===== src/rtl/tcb_argmax_seq.sv =====
// Sequential arg-max over a registered score vector, comparing LANES candidates per cycle.
// Ties resolve to the lowest index; the result is held under ready/ack back-pressure.
module tcb_argmax_seq #(
  parameter int N_CLASS = 10,
  parameter int SCORE_W = 42,
  parameter int SIGNED  = 1,
  parameter int LANES   = 1
) (
  input  logic                       clk,
  input  logic                       rst,
  input  logic                       valid,
  input  logic [N_CLASS*SCORE_W-1:0] layer_out,
  output logic                       accept,
  output logic                       ready,
  input  logic                       ack,
  output logic [31:0]                predict,
  output logic [SCORE_W-1:0]         max_score,
  output logic                       tie
);

  localparam int IDX_W = (N_CLASS > 1) ? $clog2(N_CLASS) : 1;
  localparam int PTR_W = $clog2(N_CLASS + LANES + 1);

  typedef enum logic [1:0] {IDLE, SCAN, DONE} state_t;

  state_t                     state;
  state_t                     state_next;
  logic [N_CLASS*SCORE_W-1:0] vec;
  logic [SCORE_W-1:0]         best_score;
  logic [IDX_W-1:0]           best_idx;
  logic                       best_tie;
  logic [PTR_W-1:0]           ptr;
  logic [SCORE_W-1:0]         scan_score;
  logic [IDX_W-1:0]           scan_idx;
  logic                       scan_tie;
  logic                       scan_last;
  logic [IDX_W-1:0]           predict_idx;

  function automatic logic greater(input logic [SCORE_W-1:0] a, input logic [SCORE_W-1:0] b);
    if (SIGNED != 0) return $signed(a) > $signed(b);
    return a > b;
  endfunction

  // One scan step: walk this cycle's lanes in ascending index order.
  always_comb begin : scan_step
    int                 j;
    logic [SCORE_W-1:0] cand;
    j          = 0;
    cand       = '0;
    scan_score = best_score;
    scan_idx   = best_idx;
    scan_tie   = best_tie;
    for (int l = 0; l < LANES; l++) begin
      j = int'(ptr) + l;
      if (j < N_CLASS) begin
        cand = vec[j*SCORE_W +: SCORE_W];
        if (greater(cand, scan_score)) begin
          scan_score = cand;
          scan_idx   = j[IDX_W-1:0];
          scan_tie   = 1'b0;
        end else if (cand == scan_score) begin
          scan_tie = 1'b1;
        end
      end
    end
    scan_last = (int'(ptr) + LANES >= N_CLASS);
  end

  always_ff @(posedge clk) begin
    if (rst) state <= IDLE;
    else     state <= state_next;
  end

  always_comb begin
    state_next = state;
    case (state)
      IDLE:    if (valid) state_next = (N_CLASS == 1) ? DONE : SCAN;
      SCAN:    if (scan_last) state_next = DONE;
      DONE:    if (ack) state_next = IDLE;
      default: state_next = IDLE;
    endcase
  end

  // Output registers are written only on entry to DONE so scan progress never shows.
  always_ff @(posedge clk) begin
    if (rst) begin
      vec         <= '0;
      best_score  <= '0;
      best_idx    <= '0;
      best_tie    <= 1'b0;
      ptr         <= '0;
      predict_idx <= '0;
      max_score   <= '0;
      tie         <= 1'b0;
    end else begin
      case (state)
        IDLE: begin
          if (valid) begin
            vec        <= layer_out;
            best_score <= layer_out[SCORE_W-1:0];
            best_idx   <= '0;
            best_tie   <= 1'b0;
            ptr        <= PTR_W'(1);
            if (N_CLASS == 1) begin
              predict_idx <= '0;
              max_score   <= layer_out[SCORE_W-1:0];
              tie         <= 1'b0;
            end
          end
        end
        SCAN: begin
          best_score <= scan_score;
          best_idx   <= scan_idx;
          best_tie   <= scan_tie;
          ptr        <= ptr + PTR_W'(LANES);
          if (scan_last) begin
            predict_idx <= scan_idx;
            max_score   <= scan_score;
            tie         <= scan_tie;
          end
        end
        default: ;
      endcase
    end
  end

  assign accept  = (state == IDLE) && !rst;
  assign ready   = (state == DONE);
  assign predict = 32'(predict_idx);

endmodule


===== config.mk =====
export PLATFORM = sky130hd
export DESIGN_NAME = tcb_argmax_seq
export DESIGN_NICKNAME = d
export VERILOG_FILES = /design/src/rtl/tcb_argmax_seq.sv
export SDC_FILE = /design/constraint.sdc
export NUM_CORES = 1
export LEC_CHECK = 0
export ABC_AREA = 1
export BUFFER_PORTS_ARGS = -buffer_cell sky130_fd_sc_hd__buf_2
export CORE_UTILIZATION = 30
export CTS_BUF_LIST = sky130_fd_sc_hd__clkbuf_8
export DETAILED_ROUTE_END_ITERATION = 6
export HOLD_SLACK_MARGIN = 0.03
export PLACE_DENSITY = 0.63
export SLEW_MARGIN = 30
export SYNTH_ARGS = -nofsm -noshare
export SYNTH_HDL_FRONTEND = slang
export SYNTH_SLANG_ARGS = --single-unit

===== constraint.sdc =====
create_clock -name clk -period 3.12 [get_ports clk]
set_input_delay 0.156 -clock clk [delete_from_list [all_inputs] [get_ports clk]]
set_output_delay 0.156 -clock clk [all_outputs]
set_load 0.05 [all_outputs]

==> impl_results.md <==
* Status: finished with violations
* Failing checks: negative setup slack
* Final Power at 22.9 mW
* Int Power at 14.8 mW
* Worst slew pin tran at 1.00 ns
* Port Buffers at 472
* Pleak at 17.0 nW
* GR Overflow Total at 0
* Placed Cells at 5037
* Max Slew Vio Count at 0
* Synth warnings at 0
* CTS max path bufs at 3
* Clk_lat worst skew at 0.70 ns
* Antenna Violating Nets Remaining at 0
* Register area share after synthesis at 43.0%
* Vias in the first global route at 27520
* Commonest cells post-synth: 1038 x nor2_1, 591 x o21ai_0, 537 x nand2_1, 520 x dfxtp_1, 207 x inv_1
* Yosys reg bits at 520
* Fin nets at 5079
* Area leader, netlist: dfxtp_1
* Final period utilization at 115%
* Post-Syn Area per Cell at 6.71 µm²
* Reg2Reg Launch Point: ptr[0]$_SDFFE_PP0P_
* Initial Utilization at 30.5%
* Core area at 79400 µm²
* Path type of the worst setup path: flip-flop to flip-flop
* Synthesized cell area at 24200 µm²
* Critical Path RT at 3.71 ns
* WP buf/inv at 6
* Min setup slack post-route at -0.468 ns
* Startpoint types: flip-flop
* Post-Synthesis Cells at 3611
* WL final at 107000 µm
* Routed vias at 28110
* CTS tree: yes
* Top FF cell, synth: dfxtp_1
* Hold Crit Endpoint: vec[418]$_SDFFE_PP0P_
* Reg power frac at 33.8%
* Min Clock Period, post-route at 3.59 ns
* Die Wd at 286 µm
* First-pass GRT wire length at 159000 µm
* Initial antenna violation count at 22
* Filler cell count at 7771
* Vias per cell at 4.88
* Max IR drop VDD at 382 µV
* CP peak stage delay at 0.45 ns
* # rows at 103
* Gpl congestion at 0.878
* Flop2flop setup slack at -0.47 ns
* Top-count cell post-synth: nor2_1
* Worst hold path class: input port to flip-flop
* Initial detailed-routing violation count at 2273
* Net Sw Power at 8.14 mW
* Synth async-reset ratio at 0%
* RSZ-0062 raised after global routing: true
* Distinct cells, synth at 30
* Cell family with most CP delay: simple AND/OR/NAND/NOR gates
* Pwr/cell area at 632 nW/µm²
* Ranking of synthesized cells by area: dfxtp_1 43%, nor2_1 16%, o21ai_0 12%
* Final hold viol count at 0
* IO Count at 501
* Hold Crit Depth at 4
* Pre-Repair DR Iteration Count at 6
* Fmax at 279 MHz
* Non-Filler Instances at 5761
* Share of post-route cells with drive strength above 1 at 19.6%
* DRC viols at 0
* Max_slew headroom at 33.0%
* Die Y at 286 µm
* Avg WL per Cell at 18.6 µm
* P&R area growth vs syn at 49.7%
* CP most frequent cell: nand2_1
* Switch share at 35.5%
* Worst-path clk slew at 0.06 ns
* Clock Sinks at 520
* Total of max-cap violations at 0
* Gr usage total at 25.1%
* Largest net degree at the start of global routing at 189
* CP Max Fanout at 14
* Logic pwr share at 34.2%
* Post-DP HPWL at 68000 µm
* TritonCTS Buffers at 96
* Pre-CTS setup slack at -0.655 ns
* Critical Path Sink Type: flip-flop
* Proportion of power drawn by the clock network at 32.0%
* Finish-stage setup viols at 94
* Worst path cell trace: buf_12 > buf_4 > nor2_1 > buf_4 > o22ai_1 > o211ai_1 > nand2_1 > ha_1 > nand2_2 > a21oi_1 > nor2_1 > nand3_2 > nand2_1 > nand4_1 > nand2_4 > buf_4 > buf_12 > nand3_1 > nand2_1 > nand2_1 > nand2_1 > inv_1
* R2R depth at 22
* Share of the synthesized area in the top cell type at 43.0%
* Slowest cell on the critical path: o211ai_1
* Buffer type at the clock tree root: clkbuf_8
* H-Tree Depth at 3
* Min-delay src: layer_out[418]
* Die ar. at 81900 µm²
* Worst R2R End: max_score[4]$_SDFFE_PP0P_
* EDFF count, synth at 0
* Clk_skew at 0.0522 ns
* Critical Path AT at 4.18 ns
[layout make-up]
type | instances | area, µm² | share of cell area [%]
timing repair buffer | 1168 | 9440 | 26.0
clock inverter | 52 | 398 | 1.10
inverter | 213 | 822 | 2.27
clock buffer | 128 | 1760 | 4.86
antenna | 18 | 45.0 | 0.124
tap | 1050 | 1310 | 3.62
multi-input combinational | 2612 | 12100 | 33.3
sequential | 520 | 10400 | 28.7
[registers in the layout, indices dropped and copies added (netlist names)]
register / cells
vec: 420
best_tie: 1
best_idx: 4
best_score: 42
tie: 1
max_score: 42
state: 2
ptr: 4
predict_idx: 4
[cells by family after synthesis]
kind of cell	synth area share, %
simple gates	27.6
fa+ha+maj	2.27
xor+xnor	0.0723
flops	43.0
buf+inv	8.79
compound gates	18.3
other cells	0.0155
[routing by layer]
metal	vias up	routed length (µm)	track usage, %
met3	319	6320	4.21
met2	1181	52100	43.3
met4	8	5690	13.2
met1	12970	43300	29.7
met5	-	53	0
li1	13632	-	-
[worst min-delay path, delay by kind of cell]
family                 cells  cell delay, ns
buffers and inverters      2            0.61
AND/OR/NAND/NOR            2            0.12
[metrics by stage]
| step | utilization [%] | TNS [ns] | hold slack, ns | instance area, µm² |
|---|---|---|---|---|
| after global placement | 35.8 | -52.36 | 0.380 | 28400 |
| after detailed placement | 35.8 | -58.41 | 0.380 | 28400 |
| after CTS | 45.2 | -32.92 | 0.145 | 35900 |
| after global routing | 45.7 | -54.76 | 0.183 | 36200 |
| final | 45.7 | -40.10 | 0.226 | 36300 |
| after floorplan | - | 0 | 0.291 | 24300 |
[layout by cell type, fill, tap and decap left out, drive strengths merged]
cell type / netlist / final
o31ai: 1 / 1
clkinv: 0 / 13
a31oi: 1 / 1
a21o: 2 / 2
o21ai: 591 / 591
a21oi: 108 / 108
o211ai: 31 / 31
nand2: 556 / 556
clkinvlp: 0 / 3
diode: 0 / 18
bufinv: 0 / 6
nand4: 2 / 2
clkbuf: 201 / 132
nor2: 1042 / 1042
o22ai: 30 / 30
xor2: 2 / 2
dlygate4sd3: 0 / 481
ha: 44 / 44
bufbuf: 0 / 2
conb: 1 / 28
o21bai: 2 / 2
o221ai: 54 / 54
inv: 213 / 243
nor3: 3 / 3
nand3: 115 / 115
dfxtp: 520 / 520
buf: 92 / 681
[how the worst max path moves through the flow]
stage	startpoint	end	slack, ns	cells after the start
after floorplan	ptr[0]$_SDFFE_PP0P_	max_score[21]$_SDFFE_PP0P_	0.04	26
after global placement	ptr[0]$_SDFFE_PP0P_	max_score[22]$_SDFFE_PP0P_	-0.59	24
after detailed placement	ptr[0]$_SDFFE_PP0P_	max_score[4]$_SDFFE_PP0P_	-0.65	24
after CTS	ptr[0]$_SDFFE_PP0P_	predict_idx[2]$_SDFFE_PP0P_	-0.38	21
after global routing	ptr[0]$_SDFFE_PP0P_	best_score[13]$_SDFFE_PP0P_	-0.66	23
final	ptr[0]$_SDFFE_PP0P_	max_score[4]$_SDFFE_PP0P_	-0.47	22
[power by group through the flow]
stage	clock network (mW)	registers (mW)	logic [mW]
after floorplan	0	7.98	3.85
after global placement	0	7.86	6.07
after detailed placement	0	7.86	6.14
after CTS	7.47	7.74	7.29
after global routing	7.78	7.82	8.58
final	7.33	7.76	7.84
[timing repair]
action | 4_1_cts | 5_1_grt
gates cloned | 4 | 5
pin swaps | 13 | 10
hold buffers | 481 | 0
endpoints found under the setup margin | 94 | 94
endpoints found under the hold margin | 464 | 0
setup buffers | 36 | 0
gates resized for setup | 36 | 49
No activity file was read; power rests on OpenSTA's default activity.
